**src/rtl/gfx256_rd_arbiter_if.sv**
```systemverilog
// gfx256_rd_arbiter_if
//   Bundles the requester side (req/addr/sel/ack/data/inval) and the
//   wishbone-reader side (m_*) of the gfx256 read-port arbiter.
//   Address and select buses are NREQ 32-bit slices, slice r = [32r+31:32r].
//   modport master : the arbiter (drives acks, returned line and reader request)
//   modport slave  : the environment (requesters plus the wishbone reader)
interface gfx256_rd_arbiter_if #(parameter int NREQ = 3);
    logic [NREQ-1:0]      req_i;
    logic [32*NREQ-1:0]   addr_i;
    logic [32*NREQ-1:0]   sel_i;
    logic [NREQ-1:0]      ack_o;
    logic [255:0]         data_o;
    logic                 inval_i;
    logic                 m_request_o;
    logic [31:0]          m_addr_o;
    logic [31:0]          m_sel_o;
    logic                 m_busy_i;
    logic                 m_ack_i;
    logic [255:0]         m_data_i;

    modport master (
        input  req_i, addr_i, sel_i, inval_i, m_busy_i, m_ack_i, m_data_i,
        output ack_o, data_o, m_request_o, m_addr_o, m_sel_o
    );

    modport slave (
        output req_i, addr_i, sel_i, inval_i, m_busy_i, m_ack_i, m_data_i,
        input  ack_o, data_o, m_request_o, m_addr_o, m_sel_o
    );
endinterface

```
**src/rtl/gfx256_rd_arbiter.sv**
```systemverilog
// gfx256_rd_arbiter
//   Round-robin arbiter sharing one 256-bit wishbone reader among NREQ
//   requesters (0 = z-buffer, 1 = texture, 2 = blend destination).
//   Ports:
//     clk_i  - clock, rising edge
//     rst_i  - asynchronous active-low reset
//     bus    - gfx256_rd_arbiter_if.master (requester and reader signals)
//   Optional feature: define GFX256_RD_LINE_CACHE_EN for a one-entry line
//   cache (tag = addr[31:5]); without it every request goes to the reader
//   and inval_i is ignored.
module gfx256_rd_arbiter #(
    parameter int NREQ = 3
) (
    input  logic                  clk_i,
    input  logic                  rst_i,
    gfx256_rd_arbiter_if.master   bus
);
    localparam int GW = (NREQ > 1) ? $clog2(NREQ) : 1;
    typedef logic [GW-1:0] gidx_t;

`ifdef GFX256_RD_LINE_CACHE_EN
    typedef enum logic [1:0] {IDLE, ISSUE, HIT, DONE} state_t;
`else
    typedef enum logic [1:0] {IDLE, ISSUE, DONE} state_t;
`endif

    state_t           state_q, state_d;
    gidx_t            grant_q, grant_d;
    gidx_t            last_q,  last_d;
    logic             mreq_q,  mreq_d;
    logic [31:0]      maddr_q, maddr_d;
    logic [31:0]      msel_q,  msel_d;
    logic [NREQ-1:0]  ack_q,   ack_d;
    logic [255:0]     data_q,  data_d;

    logic             pick_vld;
    gidx_t            pick_idx;
    logic [31:0]      pick_addr;
    logic [31:0]      pick_sel;

`ifdef GFX256_RD_LINE_CACHE_EN
    logic [26:0]      tag_q, tag_d;
    logic             valid_q, valid_d;
    logic             hit;
`endif

    // Round-robin pick: walk from farthest to nearest after last_q so the
    // nearest asserted requester overwrites the others.
    always_comb begin
        pick_vld = 1'b0;
        pick_idx = '0;
        for (int i = NREQ; i >= 1; i--) begin
            if (bus.req_i[(int'(last_q) + i) % NREQ]) begin
                pick_vld = 1'b1;
                pick_idx = gidx_t'((int'(last_q) + i) % NREQ);
            end
        end
    end

    assign pick_addr = bus.addr_i[{pick_idx, 5'b0} +: 32];
    assign pick_sel  = bus.sel_i[{pick_idx, 5'b0} +: 32];

`ifdef GFX256_RD_LINE_CACHE_EN
    // A same-cycle invalidate must not let a stale line be returned.
    assign hit = valid_q && !bus.inval_i && (pick_addr[31:5] == tag_q);
`endif

    always_comb begin
        state_d = state_q;
        grant_d = grant_q;
        last_d  = last_q;
        mreq_d  = mreq_q;
        maddr_d = maddr_q;
        msel_d  = msel_q;
        ack_d   = '0;
        data_d  = data_q;
`ifdef GFX256_RD_LINE_CACHE_EN
        tag_d   = tag_q;
        valid_d = valid_q;
`endif
        case (state_q)
            IDLE: begin
                if (pick_vld) begin
                    grant_d = pick_idx;
                    maddr_d = pick_addr;
                    msel_d  = pick_sel;
`ifdef GFX256_RD_LINE_CACHE_EN
                    state_d = hit ? HIT : ISSUE;
`else
                    state_d = ISSUE;
`endif
                end
            end
            ISSUE: begin
                if (mreq_q && bus.m_ack_i) begin
                    mreq_d         = 1'b0;
                    data_d         = bus.m_data_i;
                    ack_d[grant_q] = 1'b1;
                    state_d        = DONE;
`ifdef GFX256_RD_LINE_CACHE_EN
                    tag_d   = maddr_q[31:5];
                    valid_d = 1'b1;
`endif
                end else if (!mreq_q && !bus.m_busy_i) begin
                    mreq_d = 1'b1;
                end
            end
`ifdef GFX256_RD_LINE_CACHE_EN
            // data_q always holds the most recent fill, which is exactly the
            // cached line, so a hit just re-presents it with a fresh ack.
            HIT: begin
                ack_d[grant_q] = 1'b1;
                state_d        = DONE;
            end
`endif
            DONE: begin
                last_d  = grant_q;
                state_d = IDLE;
            end
            default: state_d = IDLE;
        endcase
`ifdef GFX256_RD_LINE_CACHE_EN
        // Invalidate beats a coincident fill.
        if (bus.inval_i) valid_d = 1'b0;
`endif
    end

    always_ff @(posedge clk_i or negedge rst_i) begin
        if (!rst_i) begin
            state_q <= IDLE;
            grant_q <= '0;
            last_q  <= gidx_t'(NREQ - 1);
            mreq_q  <= 1'b0;
            maddr_q <= '0;
            msel_q  <= 32'hFFFF_FFFF;
            ack_q   <= '0;
            data_q  <= '0;
`ifdef GFX256_RD_LINE_CACHE_EN
            tag_q   <= '0;
            valid_q <= 1'b0;
`endif
        end else begin
            state_q <= state_d;
            grant_q <= grant_d;
            last_q  <= last_d;
            mreq_q  <= mreq_d;
            maddr_q <= maddr_d;
            msel_q  <= msel_d;
            ack_q   <= ack_d;
            data_q  <= data_d;
`ifdef GFX256_RD_LINE_CACHE_EN
            tag_q   <= tag_d;
            valid_q <= valid_d;
`endif
        end
    end

    assign bus.m_request_o = mreq_q;
    assign bus.m_addr_o    = maddr_q;
    assign bus.m_sel_o     = msel_q;
    assign bus.ack_o       = ack_q;
    assign bus.data_o      = data_q;
endmodule
```
**src/flat_wrapper.sv**
```systemverilog
// flat-port wrapper written by rule: the top's interface ports become plain ports
module gfx256_rd_arbiter_flat 
#(
    parameter int NREQ = 3
)
  (clk_i, rst_i, bus_req_i, bus_addr_i, bus_sel_i, bus_inval_i, bus_m_busy_i, bus_m_ack_i, bus_m_data_i, bus_ack_o, bus_data_o, bus_m_request_o, bus_m_addr_o, bus_m_sel_o);
  gfx256_rd_arbiter_if #(.NREQ(NREQ)) bus_i ();
  input  logic clk_i;
  input  logic rst_i;
  input wire logic [$bits(bus_i.req_i)-1:0] bus_req_i;
  input wire logic [$bits(bus_i.addr_i)-1:0] bus_addr_i;
  input wire logic [$bits(bus_i.sel_i)-1:0] bus_sel_i;
  input wire logic [$bits(bus_i.inval_i)-1:0] bus_inval_i;
  input wire logic [$bits(bus_i.m_busy_i)-1:0] bus_m_busy_i;
  input wire logic [$bits(bus_i.m_ack_i)-1:0] bus_m_ack_i;
  input wire logic [$bits(bus_i.m_data_i)-1:0] bus_m_data_i;
  output wire logic [$bits(bus_i.ack_o)-1:0] bus_ack_o;
  output wire logic [$bits(bus_i.data_o)-1:0] bus_data_o;
  output wire logic [$bits(bus_i.m_request_o)-1:0] bus_m_request_o;
  output wire logic [$bits(bus_i.m_addr_o)-1:0] bus_m_addr_o;
  output wire logic [$bits(bus_i.m_sel_o)-1:0] bus_m_sel_o;
  assign bus_i.req_i = bus_req_i;
  assign bus_i.addr_i = bus_addr_i;
  assign bus_i.sel_i = bus_sel_i;
  assign bus_i.inval_i = bus_inval_i;
  assign bus_i.m_busy_i = bus_m_busy_i;
  assign bus_i.m_ack_i = bus_m_ack_i;
  assign bus_i.m_data_i = bus_m_data_i;
  assign bus_ack_o = bus_i.ack_o;
  assign bus_data_o = bus_i.data_o;
  assign bus_m_request_o = bus_i.m_request_o;
  assign bus_m_addr_o = bus_i.m_addr_o;
  assign bus_m_sel_o = bus_i.m_sel_o;
  gfx256_rd_arbiter #(.NREQ(NREQ)) u_core (.clk_i(clk_i), .rst_i(rst_i), .bus(bus_i));
endmodule
```
**config.mk**
```make
export PLATFORM = sky130hd
export DESIGN_NAME = gfx256_rd_arbiter_flat
export DESIGN_NICKNAME = d
export VERILOG_FILES = /design/src/rtl/gfx256_rd_arbiter_if.sv /design/src/rtl/gfx256_rd_arbiter.sv /design/src/flat_wrapper.sv
export SDC_FILE = /design/constraint.sdc
export NUM_CORES = 1
export LEC_CHECK = 0
export BUFFER_PORTS_ARGS = -buffer_cell sky130_fd_sc_hd__buf_2
export CORE_AREA = 2 2 307 309
export DETAILED_ROUTE_END_ITERATION = 7
export DIE_AREA = 0 0 309 311
export PLACE_DENSITY = 0.48
export SYNTH_ARGS = -nofsm -noshare
export SYNTH_HDL_FRONTEND = slang
export SYNTH_SLANG_ARGS = --single-unit
```
**constraint.sdc**
```tcl
create_clock -name clk_i -period 3 [get_ports clk_i]
set_clock_uncertainty 0.15 [all_clocks]
set_input_delay 0.15 -clock clk_i [delete_from_list [all_inputs] [get_ports clk_i]]
set_output_delay 0.15 -clock clk_i [all_outputs]
set_load 0.05 [all_outputs]
```
## After elaboration in Yosys (flattened, before gate mapping)

Index checks and enable logic that the tools add are counted.

| word-level totals | value |
|---|---|
| flip-flop bits (word level) | 330 |
| output and inout port bits | 324 |
| word-level logic and storage cells | 60 |

| operators by class | value |
|---|---|
| add/subtract/negate cells | 3 |
| div/mod/pow operators | 3 |
| order comparisons | 5 |
| equal/unequal tests | 4 |
| shift-type cells | 2 |
| muxes and demuxes | 24 |
| reduce and logical (&&, ||, !) cells | 11 |

Operators by type and width:

| cell | count |
|---|---|
| $shiftx A96 B8 Y32 | 2 |
| $lt A32 B4 Y1 const B | 3 |
| $mod A32 B3 Y32 const B | 3 |
| $mux W1 | 12 |
| $mux W2 | 5 |
| $reduce_and A2 Y1 | 4 |
| $add A2 B2 Y3 const B | 2 |
| $bmux W1 S2 | 3 |
| $mux W3 | 2 |
| $ne A2 B1 Y1 const B | 2 |
| $pmux W2 S2 | 1 |
| $add A2 B1 Y3 const B | 1 |
| $logic_and A1 B1 Y1 | 3 |
| $lt A2 B3 Y1 const B | 1 |
| $demux W1 S2 | 1 |
| $eq A2 B1 Y1 const B | 1 |
| $eq A2 B2 Y1 const B | 1 |
| $ge A2 B1 Y1 const B | 1 |
| $logic_not A1 Y1 | 2 |
| $logic_not A2 Y1 | 1 |
| $reduce_bool A2 Y1 | 1 |

## Depth between registers and ports, before layout

| depth | value |
|---|---|
| depth after elaboration | 10 |
| gate-level depth with buffers | 11 |

## Worst setup path after synthesis

No wires, ideal clock.

| timing | value |
|---|---|
| path kind | reg-to-reg |
| from | register u_core.last_q[1] |
| to | register u_core.msel_q[24], in the netlist u_core.bus.m_sel_o[24] |
| setup time | 0.089 ns |
| arrival time | 2.203 ns |
| path slack | 0.559 ns |
| stages on the path, launching flop included | 10 |
| buffers on the path | 2 |
| path through | dfstp_2 -> inv_1 -> ha_1 -> and3b_1 -> o21ba_1 -> a311oi_4 -> buf_6 -> buf_4 -> mux2i_1 -> o21ai_1 |

| between the ends | value |
|---|---|
| cells in the longest elaborated chain, start to end | 9 |

RTL lines:

| what | line | source |
|---|---|---|
| start, declared | gfx256_rd_arbiter.sv:29 | `gidx_t last_q, last_d;` |
| start signal, assigned | gfx256_rd_arbiter.sv:132 | `last_q <= gidx_t'(NREQ - 1);` |
| start signal, assigned | gfx256_rd_arbiter.sv:145 | `last_q <= last_d;` |
| $add A2 B2 Y3 | gfx256_rd_arbiter.sv:53, gfx256_rd_arbiter.sv:55 |  |
| $mod A32 B3 Y32 | gfx256_rd_arbiter.sv:53, gfx256_rd_arbiter.sv:55 |  |
| $bmux W1 S2 | gfx256_rd_arbiter.sv:53 | `if (bus.req_i[(int'(last_q) + i) % NREQ]) begin` |
| $mux W1 (not written as such) (2 in series) | gfx256_rd_arbiter.sv:53 |  |
| $mux W2 or $mux W1 (tied branches) (3 in series) | gfx256_rd_arbiter.sv:53 |  |
| $shiftx A96 B8 Y32 or $reduce_and A2 Y1 (tied branches) | -- |  |
| end signal, assigned | gfx256_rd_arbiter.sv:148 | `msel_q <= msel_d;` |
| end, declared | gfx256_rd_arbiter.sv:32 | `logic [31:0] msel_q, msel_d;` |

Parallel ways exist; a longest one is shown, timed or not. The select of a mux whose other input is x is not followed.
A chain may end at the register's enable or synchronous reset.

## Worst setup path in the final report

| timing | value |
|---|---|
| from | register u_core.last_q[1] |
| to | register u_core.msel_q[2], in the netlist u_core.bus.m_sel_o[2] |

The elaborated chain is that of the path after synthesis.

==> results.md <==
- Die Ht: ~310 um
- Starting Density: 0.171
- Post-Synth Simple-Gate Area: 0.237
- RSZ-0062 raised after global routing: no
- Synth cell types: 36
- Area leader, netlist: dfrtp_1
- Max_slew headroom: 0.548
- Initial antenna violation count: 5
- Post-Place Worst Slack: about 0.11 ns
- Worst Setup End Kind: flip-flop
- Hold Violations, Final: 0
- Post-synth ARST share: 1.00
- Area added between synthesis and finish: 73.5%
- Post-synthesis mux area share: 0.0451
- First-pass GRT wire length: around 110 mm
- Core Region: around 93000 um^2
- CTS tree: built
- Synthesized flop and latch total: 330
- YS warnings: 0
- Cell breakdown of the critical path: inv_1 > ha_1 > mux2i_4 > buf_12 > nor2_4 > buf_12 > nor2b_1 > a211oi_1 > buf_4 > o21ai_1
- Via count: approximately 18000
- Vias in the first global route: about 19000
- Arr. time, crit path: slightly above 3 ns
- H-tree levels: 2
- Final setup viols: 0
- Most frequent CP cell: buf_12
- Worst-skew pair later-pin latency: between 0.5 and 0.6 ns
- CP delay by family, top: buffers and inverters
- DRT iter0 DRCs: between 1000 and 1500
- Syn_area_per_cell: roughly 8.4 um^2
- DP HPWL: ~53 mm
- Total global routing overflow: 0
- Post-Synth XOR/XNOR Area: 0
- Max_cap viols: 0
- Synth Flop Type: dfrtp_1
- Gate Count Post-Synth: 1880
- Startpoint Class: flip-flop
- Count leader, synth: nand2_1
- CTS clk-pin slew, worst paths: about 0.060 ns
- PwrDens: approximately 1200 nW/um^2
- Sequential fraction of the synthesis area: 0.523
- Worst slew pin tran: about 0.68 ns
- Die area: 96100 um^2
- Outcome: completed
- Final net count: 3539
- CP Max Fanout: 60
- Period utilization: 0.921
- Number of synthesized flops with an enable pin: 0
- GR Util All Layers: 0.150
- Max-slew violations: 0
- Clk buf depth: 3
- Layout cells sized above 1: 0.310
- Routability cong.: a little under 0.9
- Vias/cell: about 4.1
- Adder-Cell Fraction of Synth Area: 0.00315
- Total clock sinks: between 300 and 400
- Cell area after synthesis: between 15000 and 20000 um^2
- Final WL: 74.2 mm
- DRC: 0
- TritonCTS Buffers: between 40 and 50
- Peak supply drop: between 0.7 and 0.8 mV
- WL/cell: around 17 um
- Final WS setup: around 0.24 ns
- Post-layout util: 0.297
- Setup CP Type: reg -> reg
- Mapped Nets: roughly 2300
- Crit path required time: about 3.3 ns
- DIE WIDTH: between 300 and 400 um
- CTS root buf: clkbuf_16
- Max frequency: about 0.36 GHz
- Final ANT Viol Nets: 0
- Largest family of logic cells by synthesized area: simple AND/OR/NAND/NOR gates
- I/O pin count: 780
- Slowest stage cell, crit path: dfstp_2
- Synth area leaders: dfrtp_1, nand2_1, a211oi_1
- Synth Area in Compound Gates: 0.123
- Post-route setup TNS: 0 ns
- DR pass1 iterations: 5
- Worst path bufs/invs: 4
- HP Class: in -> reg
- Pin count of the biggest net entering global routing: 100
- Critical Path Max Stage Delay: between 0.5 and 0.6 ns
- LEAKAGE: between 0.01 and 0.015 uW
- I/O Buffers: ~780
- # rows: around 110
- Synth top area share: 0.468
- Crit path time final: around 2.8 ns
- Commonest cells post-synth: nand2_1, dfrtp_1, inv_1
power by group:
| group | switching (uW) | internal, uW |
|---|---|---|
| Combinational | 14600 | 5430 |
| Clock | 2020 | 2930 |
| Sequential | 1190 | 6740 |
| Total | 17800 | 15100 |
final cells by class:
| cell class | instances | area, um^2 |
|---|---|---|
| clock inverters | 8 | 104 |
| multi-input cells | 1269 | 6580 |
| repair buffers | 1305 | 9270 |
| fillers | 9900 | 65200 |
| well taps | 1254 | 1570 |
| clock buffers | 62 | 1210 |
| diodes | 4 | 10.0 |
| flip-flops and latches | 330 | 8300 |
| inverters | 132 | 503 |
layer usage:
layer | up-vias | routed length (um) | global-route usage
met3 | 163 | 5070 | 0.0332
met5 | - | 12 | 0
met4 | 2 | 2980 | 0.0622
met2 | 731 | 35600 | 0.250
met1 | 8495 | 30500 | 0.186
li1 | 8540 | - | -
what timing repair did:
action | in CTS | in global routing
buffers inserted | 0 | 1
hold buffers | 451 | 0
gates resized for setup | 0 | 3
hold endpoints to repair | 608 | 0
setup endpoints to repair | 0 | 2
worst reg2reg max path, delay by kind of cell (launching register included):
family	cells	cell delay, ns
AO/OA/AOI/OAI	2	0.33
flip-flops	1	0.56
AND/OR/NAND/NOR	2	0.40
multiplexers	1	0.28
buffers and inverters	4	0.72
adder cells (fa/ha/maj)	1	0.26
placed cells by master (no fill, tap or decap), drive strengths merged, types with 4 or more instances in the layout:
cell	Yosys	final
ha	4	4
dfstp	33	33
mux2i	67	67
diode	0	4
clkbuf	129	63
nand2	771	771
a2111oi	64	64
mux2	4	4
o21ai	65	65
inv	132	132
buf	20	853
clkinv	0	5
nor3	66	66
dfrtp	297	297
nor2b	67	67
nand2b	6	6
dlygate4sd3	0	451
a21oi	5	5
nor2	5	5
a211oi	128	128
stage by stage:
stage	cells	cell area (um^2)	total power [uW]	hold WS (ns)
5_1_grt	4362	27500	34800	0.0607
2_1_floorplan	1880	15900	21200	-0.296
3_3_place_gp	3837	21700	27300	0.0183
6_report	4364	27500	32900	0.0420
3_5_place_dp	3837	21700	27400	0.0149
4_1_cts	4358	27500	33000	0.00428
sequential cells by signal (all words and copies together) (netlist names):
name	flops
u_core.last_q	2
u_core.bus.m_sel_o	32
u_core.bus.data_o	256
u_core.state_q	2
u_core.grant_q	2
u_core.bus.ack_o	3
u_core.bus.m_request_o	1
u_core.bus.m_addr_o	32
cell families (layout without fill, tap and decap cells):
kind of cell,after synthesis,after routing
other cells,0,4
fa+ha+maj,4,4
compound gates,270,270
buf+inv,281,1507
mux,71,71
simple gates,924,924
flops,330,330
worst paths after layout:
path	start	endpoint	slack, ns	depth (start not counted)
setup / recovery	u_core.last_q[1]	u_core.bus.m_sel_o[2]	0.24	10
hold / removal	bus_addr_i[30]	u_core.bus.m_addr_o[30]	0.04	5
setup reg to reg	u_core.last_q[1]	u_core.bus.m_sel_o[2]	0.24	10
hold reg to reg	u_core.bus.data_o[28]	u_core.bus.data_o[28]	0.31	2
max in group asynchronous	rst_i	u_core.bus.m_addr_o[17]	1.26	4
min in group asynchronous	rst_i	u_core.bus.m_addr_o[12]	0.53	3
(Power assumes the default switching activity.)
